**src/rtl/spiker_reader.sv**
```systemverilog
`default_nettype none
// ----------------------------------------------------------------------------
// spiker_reader: snapshots the input-spike registers on start and streams
// them to the spiker core as CHUNK-bit valid/ready beats.   Rev 1.0
// ----------------------------------------------------------------------------
module spiker_reader #(
  parameter int WIDTH    = 32,
  parameter int N_SPIKES = 784,
  parameter int N_REG_IN = 25,
  parameter int CHUNK    = 32
) (
  input  logic                      clk_i,
  input  logic                      rst_ni,
  input  logic                      test_mode_i,
  input  logic                      start_i,
  input  logic                      abort_i,
  input  logic [N_REG_IN*WIDTH-1:0] spikes_i,
  output logic [CHUNK-1:0]          spk_data_o,
  output logic                      spk_valid_o,
  input  logic                      spk_ready_i,
  output logic                      spk_last_o,
  output logic                      busy_o,
  output logic                      done_o
);

  localparam int NBEATS = (N_SPIKES + CHUNK - 1) / CHUNK;
  localparam int PAD_W  = NBEATS * CHUNK;
  localparam int IDX_W  = (NBEATS > 1) ? $clog2(NBEATS) : 1;
  localparam logic [IDX_W-1:0] c_last_idx = IDX_W'(NBEATS - 1);

  generate
    if (N_REG_IN * WIDTH < N_SPIKES) begin : g_bad_params
      $error("spiker_reader: N_REG_IN*WIDTH must cover N_SPIKES");
    end
  endgenerate

  typedef enum logic [1:0] {
    S_IDLE = 2'd0,
    S_SEND = 2'd1,
    S_DONE = 2'd2
  } state_t;

  state_t              r_state;
  state_t              w_state_nxt;
  logic [IDX_W-1:0]    r_idx;
  logic [IDX_W-1:0]    w_idx_nxt;
  logic [N_SPIKES-1:0] r_shadow;
  logic                w_load;
  logic                w_hs;
  logic                w_send;
  logic [PAD_W-1:0]    w_pad;
  logic                w_unused;

  // Test mode and snapshot bits beyond N_SPIKES carry no function here.
  assign w_unused = ^{test_mode_i, spikes_i};

  always_ff @(posedge clk_i or negedge rst_ni) begin
    if (!rst_ni) begin
      r_state  <= S_IDLE;
      r_idx    <= '0;
      r_shadow <= '0;
    end else begin
      r_state <= w_state_nxt;
      r_idx   <= w_idx_nxt;
      if (w_load) begin
        r_shadow <= spikes_i[N_SPIKES-1:0];
      end
    end
  end

  assign w_send = (r_state == S_SEND);
  assign w_hs   = w_send && spk_ready_i;

  always_comb begin
    w_state_nxt = r_state;
    w_idx_nxt   = r_idx;
    w_load      = 1'b0;
    case (r_state)
      S_IDLE: begin
        // start beats a simultaneous abort: abort only matters while sending
        if (start_i) begin
          w_load      = 1'b1;
          w_idx_nxt   = '0;
          w_state_nxt = S_SEND;
        end
      end
      S_SEND: begin
        if (abort_i) begin
          w_idx_nxt   = '0;
          w_state_nxt = S_IDLE;
        end else if (w_hs) begin
          if (r_idx == c_last_idx) begin
            w_idx_nxt   = '0;
            w_state_nxt = S_DONE;
          end else begin
            w_idx_nxt = r_idx + 1'b1;
          end
        end
      end
      S_DONE: begin
        w_state_nxt = S_IDLE;
      end
      default: begin
        w_idx_nxt   = '0;
        w_state_nxt = S_IDLE;
      end
    endcase
  end

  // Zero-padded view so the partial final beat reads 0 above N_SPIKES.
  always_comb begin
    w_pad                 = '0;
    w_pad[N_SPIKES-1:0]   = r_shadow;
  end

  assign spk_valid_o = w_send;
  assign busy_o      = w_send;
  assign done_o      = (r_state == S_DONE);
  assign spk_last_o  = w_send && (r_idx == c_last_idx);
  assign spk_data_o  = w_send ? w_pad[r_idx*CHUNK +: CHUNK] : '0;

endmodule
`default_nettype wire

```
**config.mk**
```make
export PLATFORM = sky130hd
export DESIGN_NAME = spiker_reader
export DESIGN_NICKNAME = d
export VERILOG_FILES = /design/src/rtl/spiker_reader.sv
export SDC_FILE = /design/constraint.sdc
export NUM_CORES = 1
export LEC_CHECK = 0
export CAP_MARGIN = 20
export CORE_AREA = 5 5 324 326
export DETAILED_ROUTE_END_ITERATION = 8
export DIE_AREA = 0 0 329 331
export PLACE_DENSITY = 0.6
export RECOVER_POWER = 25
export SKIP_LAST_GASP = 1
export SLEW_MARGIN = 15
export SYNTH_ARGS = -nofsm -noshare
export SYNTH_HDL_FRONTEND = slang
export SYNTH_SLANG_ARGS = --single-unit
```
**constraint.sdc**
```tcl
create_clock -name clk_i -period 3.3 [get_ports clk_i]
set_input_delay 0.99 -clock clk_i [delete_from_list [all_inputs] [get_ports clk_i]]
set_output_delay 0.99 -clock clk_i [all_outputs]
set_load 0.005 [all_outputs]
```
==> impl_metrics.toml <==
[synth]
synth_area_sq_mm = 0.03609
synth_seq_area_share = 0.5484
netlist_top_cells_count = "dfrtp_1 (791), mux2_2 (785), mux2i_1 (236)"
synth_async_sr_flop_share = 1.000
synthMostInstantiatedCell = "dfrtp_1"
synth_area_leaders = "dfrtp_1 (55%), mux2_2 (24%), mux2i_1 (6.5%), mux4_2 (4.9%), buf_2 (1.4%)"
synth_ff_type = "dfrtp_1"
synth.distinct_cells = 45
synth.top_cell.area_share = 0.5484
ys_seq_elements = 791
synth_edf_count = 0
synth.avg_cell_area_sq_um = 14.83
netlist_instances = 2434
yosys_warnings = 0
syn_nets = 3242
yosysTopAreaCell = "dfrtp_1"

[sta]
fin_ws_ps = -642.1
timing.final.crit_share = 1.195
hold_violations = 0
tightest_slew_ps = 1827
setup_viol = 33
slew_headroom = -0.2180
rsz0062_at_grt = "true"
finClkSkew_ps = 15.73
hold_ws_ps = 498.8
min_period_ps = 3942
fmax_ghz = 0.2537
drv_slew = 48

[detailed_routing]
ant_nets = 0
wl_met1_mm = 51.79
dr_wl_met3_mm = 9.657
wire_per_inst_um = 27.11
drc = 0
totalWireLength_mm = 133.0
top_layer_used = "met5"
met2WireLength_mm = 66.86
vias = 25200
viasPerCell = 5.136
first_pass_iters = 5
dr.first_iter.drc_count = 1363

[cells_and_area]
fillerInstances = 8609
stdcell_area_sq_mm = 0.05196
multiInputGateArea_sq_mm = 0.01612
regArea_sq_mm = 0.01981
layout.nets = 4250
finalNonFillerCells = 4907
drive_gt1_frac = 0.4031
syn2layout_area_growth_pct = 43.98

[place]
portBuffers = 824
place_worst_setup_slack_ps = -933.8
hpwl_mm = 102.5
dpl.cell_count = 4667
place_area_sq_mm = 0.04756
place.gp.congestion = 0.9127

[worst_setup_path]
required_ps = 2310
arrival_ps = 2950
path_class = "reg -> out"
r2r_start = "r_idx[0]$_DFFE_PN0P_"
reg2reg_depth = 11
timing.rr.end = "r_idx[3]$_DFFE_PN0P_"
critPathMaxFanout = 8
cp-start-kind = "flip-flop"
end_kind = "output port"
regToRegSetupSlack_ps = 980

[clocking]
cts_tree = "done"
cts_hold_buf = 0
htreeDepth = 3
cts_root_buf = "clkbuf_16"
cts.reportedPaths.clkPinSlew_ps = 60
cts.path.max_buffers = 3
clock_sinks = 791
clock_latency_ps = 670
numCtsBuffers = 88

[floorplanning]
io_pins = 842
die_h_um = 331
core_sq_mm = 0.1014
die_width_um = 329
start_util = 0.3558
die_area_sq_mm = 0.1089
placementRows = 117

[global_route]
grt_pass1_vias = 27860
antenna_found_initial = 63
gr-usage-all-layers = 0.2383
grt_max_degree = 87
grt_pass1_wl_mm = 189.3
grt-ovfl-total = 0

[power_and_ir_drop]
p_leak_nw = 20.61
worst_ir_drop_vdd_mv = 0.5118
power.density_mw_per_mm2 = 582.2

[worst_hold_path]
hold_end = "r_shadow[377]$_DFFE_PN0P_"
worstHoldStart = "r_shadow[377]$_DFFE_PN0P_"
whs_path_depth = 1
hold_path.class = "reg -> reg"

[status]
status = "complete, but fails checks"
violations = "max-capacitance violations, max-slew violations, negative setup slack"

[job]
cap_violations = 1
[layout make-up]
type,instances,share of cell area
multi-input combinational,1457,0.3103
clock inverter,20,0.005201
clock buffer,131,0.05153
sequential,791,0.3811
tap,1368,0.03294
timing repair buffer,1095,0.2164
antenna,36,0.001734
inverter,9,0.0007946
[stage by stage]
stage | setup TNS [ps] | utilization | total power, mW
final | -17010 | 0.5122 | 30.25
after global routing | -20530 | 0.5120 | 31.65
after CTS | -20150 | 0.5101 | 30.51
after detailed placement | -14970 | 0.4688 | 19.81
after global placement | -16610 | 0.4684 | 19.54
after floorplan | 0 | - | 16.41
[metal layers]
layer,vias to the layer above,global-route usage
li1,11080,-
met1,13030,0.2895
met2,803,0.4099
met3,232,0.06876
met4,50,0.07828
met5,-,0
[critical path, stage by stage, from the launching register on]
cell and delay (ps):
dfrtp_4 490, buf_12 170, buf_8 140, buf_12 130
buf_12 130, mux4_2 470, mux2i_1 170, buf_4 160
o22a_4 190, o31ai_4 90, buf_2 140
[worst max path at each step]
stage / start / to / slack (ps) / cells after the start
after floorplan: r_idx[0]$_DFFE_PN0P_ / spk_data_o[3] / 590 / 7
final: r_idx[0]$_DFFE_PN0P_ / spk_data_o[19] / -640 / 10
after global placement: r_idx[0]$_DFFE_PN0P_ / spk_data_o[10] / -1030 / 8
after global routing: r_idx[0]$_DFFE_PN0P_ / spk_data_o[31] / -740 / 10
after detailed placement: r_idx[0]$_DFFE_PN0P_ / spk_data_o[4] / -930 / 7
after CTS: r_idx[0]$_DFFE_PN0P_ / spk_data_o[31] / -720 / 11
[cell usage in the layout (no fill, tap or decap), types with 21 or more instances in the layout]
cell type,count
clkdlybuf4s50_1,790
dfrtp_1,788
mux2_2,782
mux2i_1,208
buf_4,146
clkbuf_16,92
mux4_2,79
buf_12,59
a22oi_1,56
nand2_1,52
buf_6,38
diode_2,36
clkbuf_1,26
clkbuf_8,25
o21ai_1,21
[state kept, by name, summed over array words and instances (netlist names)]
signal / flops
r_idx: 5
r_shadow: 784
r_state: 2
[logic make-up (layout without fill, tap and decap cells)]
kind of cell,after synthesis,in the layout,synth area share
AO/OA/AOI/OAI,199,199,0.03872
multiplexers,1120,1120,0.3659
XOR/XNOR,3,3,0.0007282
adder cells (fa/ha/maj),2,2,0.0006933
other,0,36,0
buffers and inverters,186,1255,0.02739
flip-flops,791,791,0.5484
AND/OR/NAND/NOR,133,133,0.01810
[report_power, final]
part           leakage [nW]  switching [mW]  internal (mW)
Clock                  1.46            3.99           6.04
Sequential             9.26            1.04           11.6
Combinational          9.90            3.08           4.50
Total                  20.6            8.11           22.1
[what timing repair did]
action | 4_1_cts | 5_1_grt
setup buffers | 44 | 16
cloned | 9 | 1
endpoints found under the setup margin | 33 | 33
resized for setup | 319 | 61
endpoints found under the hold margin | 0 | 0
pin swaps | 67 | 55
Note: power is estimated with default switching activity, not from simulation.
==> edit 1: new RTL, same flow settings <==
Change the parameter `N_SPIKES` from 784 to 392.
--- a/src/rtl/spiker_reader.sv
+++ b/src/rtl/spiker_reader.sv
@@ -5,7 +5,7 @@
 // ----------------------------------------------------------------------------
 module spiker_reader #(
   parameter int WIDTH    = 32,
-  parameter int N_SPIKES = 784,
+  parameter int N_SPIKES = 392,
   parameter int N_REG_IN = 25,
   parameter int CHUNK    = 32
 ) (
Function: not settled (the Yosys comparison gave no result); the edit may change what the design does.
==> edit 1 against the unedited design <==
  * Clock skew is 0.016 ns higher
  * The run still ends with capacitance limit, slew limit, setup timing left
  * Cell area shrank 46%
  * Sequential power is 49% lower
  * Global-route usage is 11 points lower
  * Critical endpoint is now spk_data_o[16]
  * Setup slack better by 0.43 ns
  * Utilization shrank 24 points
  * Synthesized area down 48%
  * Total power is 44% lower
  * Critical path depth is 1 lower
  * Sequential cell count shrank 393
  * First-iteration DRC count is 34% lower
  * Combinational power shrank 37%
  * Routed wire length shrank 44%
==> edit 1: results (changes against the unedited design) <==
worst slack at placement -> -0.2880 ns (+0.6458 ns)
Seq area share -> 0.3574 (-0.02378)
GRT Util Overall -> 0.1323 (-0.1059)
DP Area -> 25020 um^2 (-47%)
non-clock buffer count -> 592 (-46%)
# clk buffers -> 69 (-47%)
DIE AREA -> 108900 um^2 (unchanged)
crit-path max FO -> 6 (-2)
# H-tree levels -> 2 (-1)
Post-synth top flop -> dfrtp_1
Layout area overhead -> 49.84%
Iteration-0 DRC Markers -> 899 (-34%)
ranking of synthesized cells by area -> dfrtp_1 54%, nand2_1 24%, mux2i_1 7.6%
top flop regs -> r_shadow x392, r_idx x4, r_state x2
first-pass GRT wire length -> 106.9 mm (-44%)
gpl congestion -> 0.8090 (-11%)
metal2 WL -> 31.89 mm (-52%)
Routed met3 length -> 7.083 mm (-27%)
fraction of area in multi-input gates -> 0.2911 (-0.01916)
via count -> 15924 (-37%)
Pre-antenna DRT Iters -> 5 (unchanged)
placed insts -> 3866 (-17%)
# Max-Cap Violations -> 1 (unchanged)
largest net degree at the start of global routing -> 90 (+3.4%)
top cell types by occurrence after synthesis -> 1180 x nand2_1, 398 x dfrtp_1, 142 x mux2i_1, 62 x a22oi_1, 55 x buf_6
Filler cells -> 10842 (+26%)
worst-skew pair later-pin latency -> 0.61 ns (-0.06 ns)
IO Port Bufs -> 432 (-48%)
FFs & Latches -> 398 (-50%)
leak pwr -> 0.01298 uW (-37%)
vias in the first global route -> 16547 (-41%)
Layout Nets -> 3404 (-20%)
Worst Tran Pin Value -> 2.099 ns (+0.2721 ns)
metal1 wirelength -> 33.40 mm (-36%)
Worst IR Drop VDD -> 0.0003141 V (-39%)
non-filler cells, final -> 4020 (-18%)
share of layout cells above drive strength 1 -> 0.1514 (-0.2517)
Signal inverters -> 27 (+18)
synthesized net count -> 2892 (-11%)
syn_area_per_cell -> 8.931 um^2 (-40%)
initial antenna violation count -> 39 (-38%)
Pins Over Slew Limit -> 63 (+31%)
HPWL Detailed -> 54.75 mm (-47%)
count of multi-input combinational gates -> 1526 (+4.7%)
sequential element share of the synthesized area -> 0.5351 (-0.01332)
clk_skew -> 0.03175 ns (+0.01603 ns)
setup slack after layout -> -0.2090 ns (+0.4331 ns)
Yosys cell types -> 36 (-20%)
violated checks -> capacitance limit, slew limit, setup timing
non-clk buf share -> 0.2248 (+0.008388)
status -> finished, violations left
Max Used Layer -> met5
n_diodes -> 17 (-53%)
endpoints failing setup -> 33 (unchanged)
TNS Setup -> -4.254 ns (+12.76 ns)
CTS Buf Count -> 51 (-42%)
Worst-path clk slew -> 0.06 ns (about the same)
ClkCell Share -> 0.06012 (+0.003392)
WL/cell -> 18.49 um (-32%)
[edit 1: worst paths after layout]
| path | start | endpoint | slack (ns) | cells past startpoint |
|---|---|---|---|---|
| max in group asynchronous | rst_ni | r_shadow[272] | 0.41 | 2 |
| worst min register to register | r_shadow[341] | r_shadow[341] | 0.47 | 2 |
| worst min-delay path | r_shadow[341] | r_shadow[341] | 0.47 | 2 |
| min in group asynchronous | rst_ni | r_shadow[70] | 0.97 | 1 |
| worst max register to register | r_idx[0] | r_idx[3] | 1.22 | 11 |
| worst max-delay path | r_idx[0] | spk_data_o[16] | -0.21 | 9 |
[edit 1: where the power goes]
group / internal (uW) / switching, uW / total (uW)
registers: 5870 / 563 / 6440
logic: 2350 / 2410 / 4750
clock network: 3320 / 2290 / 5610
total: 11500 / 5260 / 16800
[edit 1: critical path, cell delays in order (launching register included)]
cell	delay, ns
dfrtp_4	0.50
buf_12	0.17
buf_16	0.15
buf_8	0.13
mux2i_2	0.15
a22oi_2	0.29
nand3_1	0.15
buf_6	0.16
o21ai_2	0.05
buf_2	0.14
[edit 1: kinds of logic after synthesis]
kind of cell	Yosys count	share of synthesized area
adders and majority gates	2	0.001344
and+or+nand+nor	1238	0.2547
AOI/OAI and AO/OA	119	0.04222
buffers and inverters	160	0.06003
muxes	167	0.1066
DFF	398	0.5351
[edit 1: routing by layer]
metal,GRT usage,vias to the layer above
met5,0,-
li1,-,7710
met4,0.03821,26
met3,0.05366,125
met1,0.1786,7611
met2,0.1955,452
[edit 1: timing repair]
| item | in CTS | in global routing |
|---|---|---|
| endpoints found under the setup margin | 33 | 33 |
| pin swaps | 56 | 38 |
| gates cloned | 7 | 4 |
| gates resized for setup | 254 | 51 |
| setup buffers | 33 | 10 |
==> edit 2: new RTL, config.mk and constraints unchanged <==
Made on the original files. Register the input `test_mode_i` before use, without a reset. The logic sees it one clock later. The other inputs are not delayed to match.
--- a/src/rtl/spiker_reader.sv
+++ b/src/rtl/spiker_reader.sv
@@ -28,6 +28,12 @@
   localparam int IDX_W  = (NBEATS > 1) ? $clog2(NBEATS) : 1;
   localparam logic [IDX_W-1:0] c_last_idx = IDX_W'(NBEATS - 1);
 
+  logic test_mode_q;
+
+  always_ff @(posedge clk_i) begin
+    test_mode_q <= test_mode_i;
+  end
+
   generate
     if (N_REG_IN * WIDTH < N_SPIKES) begin : g_bad_params
       $error("spiker_reader: N_REG_IN*WIDTH must cover N_SPIKES");
@@ -52,7 +58,7 @@
   logic                w_unused;
 
   // Test mode and snapshot bits beyond N_SPIKES carry no function here.
-  assign w_unused = ^{test_mode_i, spikes_i};
+  assign w_unused = ^{test_mode_q, spikes_i};
 
   always_ff @(posedge clk_i or negedge rst_ni) begin
     if (!rst_ni) begin
Check against the original RTL: not settled (the Yosys comparison gave no result); the edit may change what the design does.
==> edit 2 against the unedited design <==
  * The flow still finishes with violations (capacitance limit, slew limit, setup timing)
  * Maximum frequency increased by 0.91%
  * Critical path depth unchanged
  * Routed wire length decreased by 0.27%
  * Final cell count increased by 0.41%
  * First-iteration DRC count decreased by 12%
  * Register-to-register slack improved by 0.02 ns
  * Setup slack improved by 0.036 ns
  * Critical path type unchanged
  * Total power increased by 3.4%
  * Sequential cell count unchanged
  * Cell area increased by 1.2%
  * Sequential share of layout area decreased by 0.44 points
  * Via count decreased by 0.21%
  * Synthesized area increased by 0.32%
  * Utilization increased by 0.60 points
==> edit 2: results (changes against the unedited design) <==
vias per cell -> 5.104 (-0.62%)
grt met2 use -> 0.4250 (+0.01506)
clk_skew -> 0.01458 ns (-0.001145 ns)
leak pwr -> 0.02087 uW (+1.2%)
met3 usage -> 0.06828 (-0.0004775)
vias in the first global route -> 28124 (+0.94%)
setup slack after layout -> -0.6064 ns (+0.03571 ns)
P_clk -> 10700 uW (+7%)
CP endpoint -> spk_data_o[22]
worst slack at placement -> -0.8327 ns (+0.1011 ns)
initial core utilization -> 0.3569 (+0.001135)
Layout Nets -> 4249 (-0.024%)
xor/xnor cell area share of the yosys netlist -> 0.0004838 (-0.0002442)
hold slack final -> 0.5025 ns (+0.003747 ns)
Pins Over Slew Limit -> 43 (-10%)
R2R Setup Slk -> 1.00 ns (+0.02 ns)
R2R depth -> 9 (-2)
via count -> 25148 (-0.21%)
Worst R2R End -> r_idx[0]
violated checks -> capacitance limit, slew limit, setup timing
synthesized net count -> 3227 (-0.46%)
share of layout cells above drive strength 1 -> 0.4240 (+0.02090)
CTS root buffer -> clkbuf_16
post-synthesis compound-gate area fraction -> 0.03874 (about the same)
Comb pwr share -> 0.252 (about the same)
Pre-antenna DRT Iters -> 7 (+2)
TNS Setup -> -16.27 ns (+0.7387 ns)
Hold EP -> r_shadow[183]
# Max-Cap Violations -> 1 (unchanged)
Yosys cell types -> 52 (+16%)
sequential element share of the synthesized area -> 0.5467 (-0.001744)
endpoints failing setup -> 33 (unchanged)
GRT Util Overall -> 0.2354 (-0.002891)
grt met1 use -> 0.2661 (-0.02339)
metal1 wirelength -> 49.40 mm (-4.6%)
Design Power -> 31280 uW (+3.4%)
instance count of the mapped netlist -> 2419 (-0.62%)
first-pass GRT wire length -> 188.4 mm (-0.46%)
ranking of synthesized cells by area -> dfrtp_1 55%, mux2_2 25%, mux2i_1 6.6%
HPWL Detailed -> 100.2 mm (-2.3%)
Routed met3 length -> 8.966 mm (-7.2%)
Synth Area in Adders -> 0.0006912 (-0.000002204)
DP Area -> 47260 um^2 (-0.62%)
initial antenna violation count -> 73 (+16%)
gpl congestion -> 0.8490 (-7.0%)
Min-Delay Path Class -> flip-flop to flip-flop
placed insts -> 4627 (-0.86%)
Worst IR Drop VDD -> 0.0004126 V (-19%)
CTS Buf Count -> 91 (+3.4%)
Net Sw Frac -> 0.2689 (+0.0008085)
largest net degree at the start of global routing -> 123 (+41%)
top flop regs -> r_shadow x784, r_idx x5, r_state x2
status -> finished, violations left
WL/cell -> 26.93 um (-0.67%)
Iteration-0 DRC Markers -> 1198 (-12%)
metal2 WL -> 69.07 mm (+3.3%)
top cell types by occurrence after synthesis -> 815 x mux2_2, 791 x dfrtp_1, 240 x mux2i_1, 106 x buf_2, 72 x a22oi_1
mux share of post-synthesis cell area -> 0.3673 (+0.001394)
Critical Path AT -> 2.92 ns (-0.03 ns)
Worst Tran Pin Value -> 2.818 ns (+0.9914 ns)
-- edit 2: critical path: stages, from the launching register on --
cell and delay, ns:
dfrtp_4 0.52, buf_12 0.18, buf_8 0.14, buf_12 0.13
buf_4 0.13, mux4_2 0.40, mux2i_1 0.17, buf_4 0.15
o22a_1 0.16, o31ai_4 0.10, buf_2 0.14
-- edit 2: repair_timing --
action	in CTS	in global routing
hold buffers	0	0
gates cloned	10	2
setup endpoints to repair	33	33
pin swaps	64	59
setup buffers	68	29
gates resized for setup	322	104
-- edit 2: final cells by class --
type | instances | area, um^2
flip-flops and latches | 791 | 19810
fillers | 8464 | 48870
inverters | 6 | 22.52
diodes | 40 | 100.1
well taps | 1368 | 1712
repair buffers | 1105 | 11520
clock inverters | 36 | 494.2
clock buffers | 135 | 2705
multi-input cells | 1446 | 16210
